$ cat config.mk
export PLATFORM = sky130hd
export DESIGN_NAME = dp_sort_engine_flat
export DESIGN_NICKNAME = d
export VERILOG_FILES = /design/src/rtl/dp_sort_engine_pkg.sv /design/src/rtl/dp_sort_engine_if.sv /design/src/rtl/dp_sub.sv /design/src/rtl/dp_sort_engine.sv /design/src/flat_wrapper.sv
export SDC_FILE = /design/constraint.sdc
export NUM_CORES = 1
export LEC_CHECK = 0
export ABC_AREA = 0
export CORE_ASPECT_RATIO = 1.5
export CORE_MARGIN = 5
export CORE_UTILIZATION = 25
export DETAILED_ROUTE_END_ITERATION = 16
export PLACE_DENSITY = 0.49
export SYNTH_ARGS = -nofsm -noshare
export SYNTH_HDL_FRONTEND = slang
export SYNTH_SLANG_ARGS = --single-unit
$ cat constraint.sdc
create_clock -name Clk -period 5.75 [get_ports Clk]
set_input_delay 0.8625 -clock Clk [delete_from_list [all_inputs] [get_ports Clk]]
set_output_delay 0.8625 -clock Clk [all_outputs]
set_load 0.005 [all_outputs]
$ cat src/rtl/dp_sort_engine_pkg.sv
// Shared types and defaults for the compare-and-swap sort engine.
package dp_sort_engine_pkg;

    typedef enum logic [1:0] {
        S_IDLE,
        S_SORT,
        S_UNLOAD
    } sort_state_e;

    localparam int DW_DEF   = 8;
    localparam int NUM_DEF  = 8;
    localparam int IDXW_DEF = 3;

endpackage

$ cat src/rtl/dp_sort_engine_if.sv
// Load / control / unload handshake bundle of the sort engine.
interface dp_sort_engine_if
    import dp_sort_engine_pkg::*;
#(
    parameter int datawidth = DW_DEF
);
    logic                 In_Valid;
    logic [datawidth-1:0] In_Data;
    logic                 In_Ready;
    logic                 Go;
    logic                 Busy;
    logic                 Out_Valid;
    logic                 Out_Ready;
    logic [datawidth-1:0] Out_Data;
    logic                 Done;

    modport master (
        output In_Valid, In_Data, Go, Out_Ready,
        input  In_Ready, Busy, Out_Valid, Out_Data, Done
    );

    modport slave (
        input  In_Valid, In_Data, Go, Out_Ready,
        output In_Ready, Busy, Out_Valid, Out_Data, Done
    );
endinterface

$ cat src/rtl/dp_sub.sv
// Plain unsigned subtractor; callers widen operands by one bit to get a borrow MSB.
module dp_sub #(
    parameter int datawidth = 9
) (
    input  logic [datawidth-1:0] a,
    input  logic [datawidth-1:0] b,
    output logic [datawidth-1:0] diff
);
    assign diff = a - b;
endmodule

$ cat src/rtl/dp_sort_engine.sv
// Serial-load bubble sorter: one compare-and-swap per clock, streams words out smallest first.
module dp_sort_engine
    import dp_sort_engine_pkg::*;
#(
    parameter int datawidth = DW_DEF,
    parameter int NUM       = NUM_DEF,
    parameter int IDXW      = IDXW_DEF
) (
    input logic              Clk,
    input logic              Rst,
    dp_sort_engine_if.slave  bus
);
    localparam logic [IDXW:0]   CNT_FULL = (IDXW + 1)'(NUM);
    localparam logic [IDXW-1:0] J_BASE   = IDXW'(NUM - 2);
    localparam logic [IDXW-1:0] RP_LAST  = IDXW'(NUM - 1);

    sort_state_e state_q, state_d;
    logic [IDXW:0]        count_q, count_d;
    logic [IDXW-1:0]      j_q, j_d;
    logic [IDXW-1:0]      pass_q, pass_d;
    logic [IDXW-1:0]      rp_q, rp_d;
    logic                 swapped_q, swapped_d;
    logic                 done_q, done_d;
    logic [datawidth-1:0] arr_q [NUM];
    logic [datawidth-1:0] arr_d [NUM];

    logic [IDXW-1:0]      j_nx;
    logic [datawidth:0]   cmp_diff;
    logic                 swap;
    logic                 in_ready;
    logic                 out_valid;

    assign j_nx = j_q + 1'b1;

    // Zero-extended subtract: MSB is the borrow, so no sign confusion on 8-bit data.
    dp_sub #(
        .datawidth (datawidth + 1)
    ) u_cmp (
        .a    ({1'b0, arr_q[j_q]}),
        .b    ({1'b0, arr_q[j_nx]}),
        .diff (cmp_diff)
    );

    assign swap      = ~cmp_diff[datawidth] && (cmp_diff != '0);
    assign in_ready  = (state_q == S_IDLE) && (count_q < CNT_FULL);
    assign out_valid = (state_q == S_UNLOAD);

    assign bus.In_Ready  = in_ready;
    assign bus.Busy      = (state_q == S_SORT) || (state_q == S_UNLOAD);
    assign bus.Out_Valid = out_valid;
    assign bus.Out_Data  = out_valid ? arr_q[rp_q] : '0;
    assign bus.Done      = done_q;

    always_comb begin
        state_d   = state_q;
        count_d   = count_q;
        j_d       = j_q;
        pass_d    = pass_q;
        rp_d      = rp_q;
        swapped_d = swapped_q;
        done_d    = 1'b0;
        arr_d     = arr_q;
        unique case (state_q)
            S_IDLE: begin
                if (bus.In_Valid && in_ready) begin
                    arr_d[count_q[IDXW-1:0]] = bus.In_Data;
                    count_d = count_q + 1'b1;
                end
                if (bus.Go && count_q == CNT_FULL) begin
                    state_d   = S_SORT;
                    j_d       = '0;
                    pass_d    = '0;
                    swapped_d = 1'b0;
                end
            end
            S_SORT: begin
                if (swap) begin
                    arr_d[j_q]  = arr_q[j_nx];
                    arr_d[j_nx] = arr_q[j_q];
                    swapped_d   = 1'b1;
                end
                // Each pass parks the largest remaining word, so the span shrinks by one.
                if (j_q == J_BASE - pass_q) begin
                    if (!(swapped_q || swap) || pass_q == J_BASE) begin
                        state_d = S_UNLOAD;
                        rp_d    = '0;
                    end else begin
                        pass_d    = pass_q + 1'b1;
                        j_d       = '0;
                        swapped_d = 1'b0;
                    end
                end else begin
                    j_d = j_nx;
                end
            end
            S_UNLOAD: begin
                if (bus.Out_Ready) begin
                    if (rp_q == RP_LAST) begin
                        state_d = S_IDLE;
                        count_d = '0;
                        rp_d    = '0;
                        done_d  = 1'b1;
                    end else begin
                        rp_d = rp_q + 1'b1;
                    end
                end
            end
            default: state_d = S_IDLE;
        endcase
    end

    always_ff @(posedge Clk or posedge Rst) begin
        if (Rst) begin
            state_q   <= S_IDLE;
            count_q   <= '0;
            j_q       <= '0;
            pass_q    <= '0;
            rp_q      <= '0;
            swapped_q <= 1'b0;
            done_q    <= 1'b0;
            for (int i = 0; i < NUM; i++) arr_q[i] <= '0;
        end else begin
            state_q   <= state_d;
            count_q   <= count_d;
            j_q       <= j_d;
            pass_q    <= pass_d;
            rp_q      <= rp_d;
            swapped_q <= swapped_d;
            done_q    <= done_d;
            for (int i = 0; i < NUM; i++) arr_q[i] <= arr_d[i];
        end
    end
endmodule
$ cat src/flat_wrapper.sv
// flat-port wrapper written by rule: the top's interface ports become plain ports
module dp_sort_engine_flat import dp_sort_engine_pkg::*;
#(
    parameter int datawidth = DW_DEF,
    parameter int NUM       = NUM_DEF,
    parameter int IDXW      = IDXW_DEF
)
  (Clk, Rst, bus_In_Valid, bus_In_Data, bus_Go, bus_Out_Ready, bus_In_Ready, bus_Busy, bus_Out_Valid, bus_Out_Data, bus_Done);
  dp_sort_engine_if #(.datawidth(datawidth)) bus_i ();
  input logic Clk;
  input logic Rst;
  input wire logic [$bits(bus_i.In_Valid)-1:0] bus_In_Valid;
  input wire logic [$bits(bus_i.In_Data)-1:0] bus_In_Data;
  input wire logic [$bits(bus_i.Go)-1:0] bus_Go;
  input wire logic [$bits(bus_i.Out_Ready)-1:0] bus_Out_Ready;
  output wire logic [$bits(bus_i.In_Ready)-1:0] bus_In_Ready;
  output wire logic [$bits(bus_i.Busy)-1:0] bus_Busy;
  output wire logic [$bits(bus_i.Out_Valid)-1:0] bus_Out_Valid;
  output wire logic [$bits(bus_i.Out_Data)-1:0] bus_Out_Data;
  output wire logic [$bits(bus_i.Done)-1:0] bus_Done;
  assign bus_i.In_Valid = bus_In_Valid;
  assign bus_i.In_Data = bus_In_Data;
  assign bus_i.Go = bus_Go;
  assign bus_i.Out_Ready = bus_Out_Ready;
  assign bus_In_Ready = bus_i.In_Ready;
  assign bus_Busy = bus_i.Busy;
  assign bus_Out_Valid = bus_i.Out_Valid;
  assign bus_Out_Data = bus_i.Out_Data;
  assign bus_Done = bus_i.Done;
  dp_sort_engine #(.datawidth(datawidth), .NUM(NUM), .IDXW(IDXW)) u_core (.Clk(Clk), .Rst(Rst), .bus(bus_i));
endmodule
== Word-level counts from Yosys, hierarchy flattened ==
Index checks and enable logic that the tools add are counted.

* $add $sub $neg: 6
* Magnitude comparators: 8
* Eq/ne operators: 15
* Multiplexer cells: 52
* Bitwise operators: 5
* Reduce and logical (&&, ||, !) cells: 23

{| class="wikitable"
|+ Operators by type and width
! cell !! count
|-
| $bwmux W64 || 3
|-
| $mux W64 || 2
|-
| $pmux W64 S2 || 1
|-
| $mux W8 || 10
|-
| $bmux W8 S3 || 3
|-
| $demux W8 S3 || 3
|-
| $mux W3 || 9
|-
| $pmux W3 S2 || 3
|-
| $ge A4 B4 Y1 const B || 4
|-
| $not A3 Y4 || 4
|-
| $ne A2 B2 Y1 const B || 7
|-
| $lt A4 B1 Y1 const B || 3
|-
| $mux W4 || 3
|-
| $reduce_and A4 Y1 || 3
|-
| $mux W2 || 5
|-
| $add A3 B1 Y3 const B || 3
|-
| $reduce_bool A9 Y1 || 1
|-
| $sub A8 B8 Y9 || 1
|-
| $pmux W4 S2 || 1
|-
| $logic_and A1 B1 Y1 || 7
|-
| $mux W1 || 7
|-
| $eq A3 B3 Y1 const B || 2
|-
| $pmux W2 S3 || 1
|-
| $reduce_and A3 Y1 || 2
|-
| other kinds (17) || 21
|}

* Register bits: 81
* Input port bits: 13
* Output and inout bits: 12
* Logic and storage cells: 124

== Depth between registers and ports, before layout ==
Gate-level depths: netlist (run 1).

* Word-level depth: 14
* Gate-level depth with buffers: 18
* Gate-level depth less buffers: 16

== Cells and area by module ==
Synthesis (run 1) repeated with hierarchy kept, for this count alone.

* Cells, all modules: 795
* Area total of the unflattened synthesis: 7305.8 µm²

{| class="wikitable"
|+ By module, submodules not included
! module !! instances !! cells an instance !! area an instance (µm²) !! sequential area each (µm²)
|-
| dp_sort_engine || 1 || 733 || 6902.9 || 2026.9
|-
| dp_sub || 1 || 62 || 402.9 || 0.0
|}

== Worst setup path before layout (run 1) ==
OpenSTA, ideal clock, no wires.

* Path type: register to register
* Start: reg u_core.j_q[0]
* End: reg u_core.arr_q[16] (netlist name)
* Library setup time: 0.125 ns
* Arrival time: 4.477 ns
* Required time: 5.625 ns
* Path slack: 1.148 ns
* Cell stages (with the launch flop): 18
* Buffers on the path: 3
* Period minus slack after synthesis: 4.602 ns
* Path through: dfrtp_1 -> ha_1 -> buf_2 -> xor2_2 -> buf_2 -> mux2i_1 -> mux2i_1 -> a211oi_2 -> ha_1 -> and2_4 -> a221oi_2 -> a21oi_1 -> or3_1 -> a2111o_2 -> nand4_4 -> buf_12 -> o22ai_4 -> mux2_4

* Word-level cells in the longest chain between the ends: 10
* Elaborated cells on any way between the ends: 29
* Classes of those cells: add/sub (2); order compare (4); eq/ne (1); mux (14); bitwise (3); reduce/logical (5)

{| class="wikitable"
|+ RTL lines
! what !! line !! source
|-
| start: declaration || dp_sort_engine.sv:19 || <nowiki>logic [IDXW-1:0] j_q, j_d;</nowiki>
|-
| start signal: assignment || dp_sort_engine.sv:125 || <nowiki>j_q <= j_d;</nowiki>
|-
| $add A3 B1 Y3 || dp_sort_engine.sv:33 || <nowiki>assign j_nx = j_q + 1'b1;</nowiki>
|-
| $not A3 Y4 (implied by the code) || dp_sort_engine.sv:40, dp_sort_engine.sv:78, dp_sort_engine.sv:79 ||
|-
| $bmux W8 S3 || dp_sort_engine.sv:40, dp_sort_engine.sv:78 ||
|-
| $mux W8 (implied by the code) (2 in a row) || dp_sort_engine.sv:40, dp_sort_engine.sv:78 ||
|-
| $sub A8 B8 Y9 || dp_sub.sv:9 || <nowiki>assign diff = a - b;</nowiki>
|-
| $reduce_bool A9 Y1 or $not A1 Y1 (tied branches) || dp_sort_engine.sv:44 || <nowiki>assign swap = ~cmp_diff[datawidth] && (cmp_diff != '0);</nowiki>
|-
| $logic_and A1 B1 Y1 || dp_sort_engine.sv:44 ||
|-
| $ne A2 B1 Y1 (no line) || - ||
|-
| $reduce_and A3 Y1 (no line) || - ||
|-
| end: declaration || dp_sort_engine.sv:24 || <nowiki>logic [datawidth-1:0] arr_q [NUM];</nowiki>
|}

Parallel ways exist; a longest one is shown, timed or not. The select of a mux whose other input is x is not followed.
A chain may end at the register's enable or synchronous reset.

== Final worst setup path (run 1) ==
* Start: reg u_core.j_q[0]
* End: reg u_core.arr_q[20] (netlist name)

The elaborated chain is that of the path after synthesis.

==> results.sh, run 1 <==
export IMPL_start_kind="flop"
export IMPL_stdcell_count=1174
export IMPL_cp_num_buf_inv=2
export IMPL_antennaDiodeCount=0
export IMPL_grt_max_degree=71
export IMPL_hold_ws_ps=543
export IMPL_syn_avg_cell_area_um2=9.52
export IMPL_hold_viol_final=0
export IMPL_drt_pass1_iterations=8
export IMPL_end_kind="flop"
export IMPL_port_buffers=24
export IMPL_dp_hpwl_um=21500
export IMPL_crit_slowest_cell="o22ai_4"
export IMPL_tightest_slew_ps=1070
export IMPL_ys_flop_type="dfrtp_1"
export IMPL_p_leak_nw=3.23
export IMPL_grt_setup_unrepaired="no"
export IMPL_ant_nets=0
export IMPL_num_nets_final=812
export IMPL_async_flop_share_pct=100
export IMPL_root_buffer="clkbuf_16"
export IMPL_placementRows=76
export IMPL_min_period_over_period_pct=91.6
export IMPL_fmax_ghz=0.190
export IMPL_r2r_start="u_core.j_q[0]"
export IMPL_gp_congestion=0.949
export IMPL_first_iter_violations=793
export IMPL_cts_sinks=81
export IMPL_cts_buffers=9
export IMPL_postCtsResizedCells=0
export IMPL_routedWlPerCell_um=25.9
export IMPL_yosys_area_top_type="dfrtp_1"
export IMPL_cts_htree_levels=3
export IMPL_r2r_end="u_core.arr_q[20]"
export IMPL_dp_cells=1158
export IMPL_yosysTopAreaCellShare_pct=28.0
export IMPL_cts_tree="done"
export IMPL_status="complete, no violations"
export IMPL_grt_usage_pct=18.8
export IMPL_min_from="u_core.state_q[1]"
export IMPL_die_h_um=218
export IMPL_hold_buffers=0
export IMPL_netlist_area_um2=7240
export IMPL_drc=0
export IMPL_clk_latency_ps=370
export IMPL_synth_fp_nets=793
export IMPL_min_path_cells=1
export IMPL_slowest_delay_ps=540
export IMPL_worst_setup_path_type="reg -> reg"
export IMPL_finalSetupViolCount=0
export IMPL_ys_seq_area_share_pct=28.0
export IMPL_grt_pass1_wl_um=44900
export IMPL_peakVddDrop_mv=0.216
export IMPL_antenna_found_initial=0
export IMPL_die_w_um=149
export IMPL_maxCapViolCount=0
export IMPL_clock_skew_ps=9.70
export IMPL_start_util_pct=25.3
export IMPL_clockBufferDepth=2
export IMPL_fin_crit_ps=5270
export IMPL_hold_end="u_core.state_q[1]"
export IMPL_slew_viol_final=0
export IMPL_path_cells="ha_1 -> xor2_2 -> buf_4 -> mux2i_1 -> o21ai_0 -> a22o_1 -> a21oi_1 -> ha_1 -> nor2b_1 -> o221a_2 -> o311a_1 -> nor3_1 -> a2111o_2 -> nand4_4 -> buf_4 -> o22ai_4 -> mux2_4"
export IMPL_vias=6793
export IMPL_wirelength_um=30400
export IMPL_dieArea_um2=32500
export IMPL_relSlewSlack_pct=28.7
export IMPL_syn_to_final_growth_pct=15.2
export IMPL_worstPathRequired_ps=6000
export IMPL_cts_setup_buffers=0
export IMPL_drive_gt1_share_pct=21.9
export IMPL_synth_seq_cells=81
export IMPL_r2r_setup_slack_ps=480
export IMPL_crit_family="compound AO/OA/AOI/OAI gates"
export IMPL_viasPerCell=5.79
export IMPL_clk_pin_slew_ps=70
export IMPL_grt_pass1_vias=6780
export IMPL_postPlaceCellArea_um2=8000
export IMPL_crit_fanout=14
export IMPL_gr_total_overflow=0
export IMPL_final_area_um2=8340
export IMPL_syn_inst=760
export IMPL_synth_edff_count=0
export IMPL_tns_ps=0
export IMPL_yosysWarnings=0
export IMPL_crit_arrival_ps=5520
export IMPL_synth_area_top_cells="dfrtp_1, mux4_2, mux2_2"
export IMPL_reg2reg_depth=17
export IMPL_core_um2=28600
export IMPL_worstHoldPathType="reg -> reg"
export IMPL_ys_types=74
export IMPL_finalPower_w=0.00405
export IMPL_num_io_pins=25
export IMPL_p_per_area_nw_per_um2=485
routing by layer:
layer | share of wire [%] | vias to the layer above | GRT usage [%]
li1 | - | 2939 | -
met1 | 36 | 3403 | 20.8
met2 | 49 | 341 | 32.0
met3 | 5.8 | 110 | 2.82
met4 | 8.8 | 0 | 14.2
met5 | 0 | - | 0
cells in the final DEF (no fill, tap or decap), types with 8 or more instances in the layout:
cell type / instances
inv_1: 23
a2bb2oi_1: 8
dfrtp_1: 79
clkdlybuf4s50_1: 24
nand2_1: 85
nor3_1: 10
mux2_2: 37
a22o_1: 22
nor2_1: 42
mux2_4: 24
o221ai_1: 16
clkbuf_16: 9
a21oi_1: 29
nand3_1: 20
o22ai_1: 36
mux2i_1: 32
nor2b_1: 29
ha_1: 18
nand2b_1: 15
mux4_2: 26
a31oi_1: 12
o21ai_0: 25
buf_4: 33
report_power, final:
| part | internal [W] | total, W | switching [W] |
|---|---|---|---|
| Combinational | 0.000997 | 0.00229 | 0.00129 |
| Sequential | 0.000752 | 0.00105 | 0.000302 |
| Clock | 0.000436 | 0.000708 | 0.000272 |
| Total | 0.00218 | 0.00405 | 0.00186 |
layout make-up:
| type | count | area (um2) |
|---|---|---|
| Clock buffer | 11 | 243 |
| Clock inverter | 5 | 103 |
| Fill cell | 2987 | 20300 |
| Inverter | 24 | 91.3 |
| Multi-Input combinational cell | 605 | 4880 |
| Sequential cell | 81 | 2030 |
| Tap cell | 390 | 488 |
| Timing Repair Buffer | 58 | 508 |
logic make-up after synthesis:
kind of cell	Yosys count	share of synthesized area [%]
fa+ha+maj	20	3.56
mux	120	23.4
simple gates	238	16.3
buf+inv	74	4.63
xor+xnor	10	1.42
compound gates	217	22.7
flops	81	28.0
worst reg2reg max path: stages, from the launching register on:
cell and delay [ps]:
dfrtp_2 390, ha_1 400, xor2_2 430, buf_4 300
mux2i_1 200, o21ai_0 90, a22o_1 250, a21oi_1 250
ha_1 350, nor2b_1 180, o221a_2 260, o311a_1 310
nor3_1 270, a2111o_2 200, nand4_4 120, buf_4 270
o22ai_4 540, mux2_4 350
registers in the layout (all words and copies together), names as in the netlist:
| signal | flops |
|---|---|
| u_core.swapped_q | 1 |
| u_core.j_q | 3 |
| u_core.count_q | 4 |
| u_core.state_q | 2 |
| u_core.arr_q | 64 |
| u_core.rp_q | 3 |
| u_core.bus.Done | 1 |
| u_core.pass_q | 3 |
how the worst max path moves through the flow:
stage,from,end,slack (ps),depth (start not counted)
after floorplan,u_core.j_q[0],u_core.arr_q[16],1150,17
after global placement,u_core.j_q[0],u_core.arr_q[13],650,18
after detailed placement,u_core.j_q[0],u_core.arr_q[22],600,17
after CTS,u_core.j_q[0],u_core.arr_q[20],540,17
after global routing,u_core.j_q[0],u_core.arr_q[46],320,19
final,u_core.j_q[0],u_core.arr_q[20],480,17
metrics by stage:
| step | worst slack, ps | util [%] |
|---|---|---|
| finish | 483 | 29.1 |
| global route | 323 | 29.1 |
| CTS | 544 | 29.1 |
| detailed placement | 595 | 27.9 |
| global placement | 652 | 27.9 |
| floorplan | 1150 | - |
synth_stat cells, types with 7 or more instances:
cell	number
ha_1	19
nand2_1	85
nand2b_1	15
mux2i_1	32
dfrtp_1	81
a2bb2oi_1	8
a22o_1	22
clkbuf_1	23
mux4_2	26
buf_2	15
o21ai_0	25
a21oi_1	29
nor2_1	42
buf_1	7
nand3_1	20
inv_1	24
mux2_2	37
a31oi_1	12
nor3_1	10
o221ai_1	16
mux2_4	24
o22ai_1	36
nor2b_1	29
Power figures use the tool's default switching activity.
==> run 2, diff against run 1 <==
--- a/config.mk
+++ b/config.mk
@@ -9,6 +9,7 @@
 export CORE_ASPECT_RATIO = 1.5
 export CORE_MARGIN = 5
 export CORE_UTILIZATION = 25
+export CTS_CLUSTER_DIAMETER = 200
 export DETAILED_ROUTE_END_ITERATION = 16
 export PLACE_DENSITY = 0.49
 export SYNTH_ARGS = -nofsm -noshare
==> results of run 2 <==
Same layout as run 1: the final DEF is identical, and so are final timing and power.
==> patch: new RTL, config.mk and constraints of run 2 <==
The package constant `DW_DEF` goes from 8 to 12.
--- a/src/rtl/dp_sort_engine_pkg.sv
+++ b/src/rtl/dp_sort_engine_pkg.sv
@@ -7,7 +7,7 @@
         S_UNLOAD
     } sort_state_e;
 
-    localparam int DW_DEF   = 8;
+    localparam int DW_DEF   = 12;
     localparam int NUM_DEF  = 8;
     localparam int IDXW_DEF = 3;
 
Interface: changed (resized bus_In_Data and bus_Out_Data); port bits go from 25 to 33. No check against the original RTL was run, so the function may have changed too.
==> patch against run 2 <==
- design area rose by 34%
- clock power rose by 58%
- sequential cell count rose by 32
- synthesized area rose by 32%
- core utilization rose by 0.53 points
- wire length rose by 40%
- combinational power rose by 110%
- die area rose by 30%
- worst setup slack got worse by 0.23 ns
- power rose by 85%
==> patch: results (changes against run 2) <==
Global route
  – Largest net degree at the start of global routing: 75 (+5.6%)
  – Vias in the first global route: 9346 (+38%)
  – Met1 Use GR: 0.226 (+0.0179)
  – GR Util met3: 0.0427 (+0.0145)
  – Global-route track usage on met2: 0.327 (+0.00757)

Cells and area
  – Biggest regs: u_core.arr_q: 96 flops, u_core.count_q: 4 flops
  – Post-Layout Cell Count: 1479 (+26%)
  – Share of cells above drive strength 1: 0.189 (-0.0305)

Synth
  – Net Count, Synth: 1021 (+29%)
  – Post-synthesis compound-gate area fraction: 0.298 (+0.0717)
  – Post-synthesis mux area share: 0.200 (-0.0346)
  – Post-Syn Area per Cell: 9.72 um^2 (+2.1%)
  – Adder-cell area share of the yosys netlist: 0.0323 (-0.00330)

Clocking
  – CTS Buf Count: 17 (+8)
  – Worst skew pair latency: 0.44 ns (+0.07 ns)

Place
  – Gpl congestion: 0.910 (-4.1%)
  – PortBufs: 32 (+33%)
  – DP Cell Count: 1447 (+25%)

STA
  – Max Freq: 182 MHz (-4.2%)

Setup path
  – Worst Setup EP: u_core.arr_q[64]
  – CP top delay family: simple AND/OR/NAND/NOR gates
  – Critical Path Fanout Max: 12 (-2)
  – FF-to-FF path depth: 15 (-2)
  – Reg-to-reg slack, setup: 0.25 ns (-0.23 ns)

Run status
  – Status: finished, final reports clean

Detailed routing
  – Wire per inst: 28.8 um (+11%)

Pwr
  – Switching pwr: 3780 uW (+100%)
==> patch: cell count changes after synthesis, sizes merged, moves of 15 or more <==
| cell | delta |
|---|---|
| o221ai | -15 |
| clkbuf | +73 |
| mux2 | +36 |
| o21ai | -16 |
| mux2i | -21 |
| a22oi | +71 |
| nand2 | -50 |
| a22o | +85 |
| dfrtp | +32 |
| o22ai | +53 |
==> patch: worst min path at each step <==
stage	startpoint	endpoint	slack (ns)	cells past startpoint
3_3_place_gp	u_core.arr_q[26]	u_core.arr_q[26]	0.53	1
2_1_floorplan	u_core.arr_q[67]	u_core.arr_q[67]	0.50	1
5_1_grt	u_core.arr_q[46]	u_core.arr_q[46]	0.57	1
4_1_cts	u_core.arr_q[61]	u_core.arr_q[61]	0.54	1
6_report	u_core.arr_q[61]	u_core.arr_q[61]	0.54	1
3_5_place_dp	u_core.arr_q[61]	u_core.arr_q[61]	0.53	1
==> patch: timing repair <==
| item | in CTS | in global routing |
|---|---|---|
| hold buffers | 0 | 0 |
| setup buffers | 0 | 0 |
| setup endpoints to repair | 0 | 6 |
| gates resized for setup | 0 | 1 |
==> patch: layout make-up <==
| type | instances | share of cell area |
|---|---|---|
| Clock buffer | 19 | 0.0396 |
| Multi-Input combinational cell | 718 | 0.550 |
| Timing Repair Buffer | 102 | 0.0791 |
| Tap cell | 489 | 0.0548 |
| Clock inverter | 13 | 0.0144 |
| Sequential cell | 113 | 0.253 |
| Inverter | 25 | 0.00862 |
==> patch: power groups by stage <==
stage,clock network (uW),logic (uW),registers [uW]
final,1120,4820,1530
after global routing,1170,5120,1560
after CTS,1130,4740,1510
after detailed placement,0,4730,1520
after global placement,0,4730,1530
after floorplan,0,3180,1300
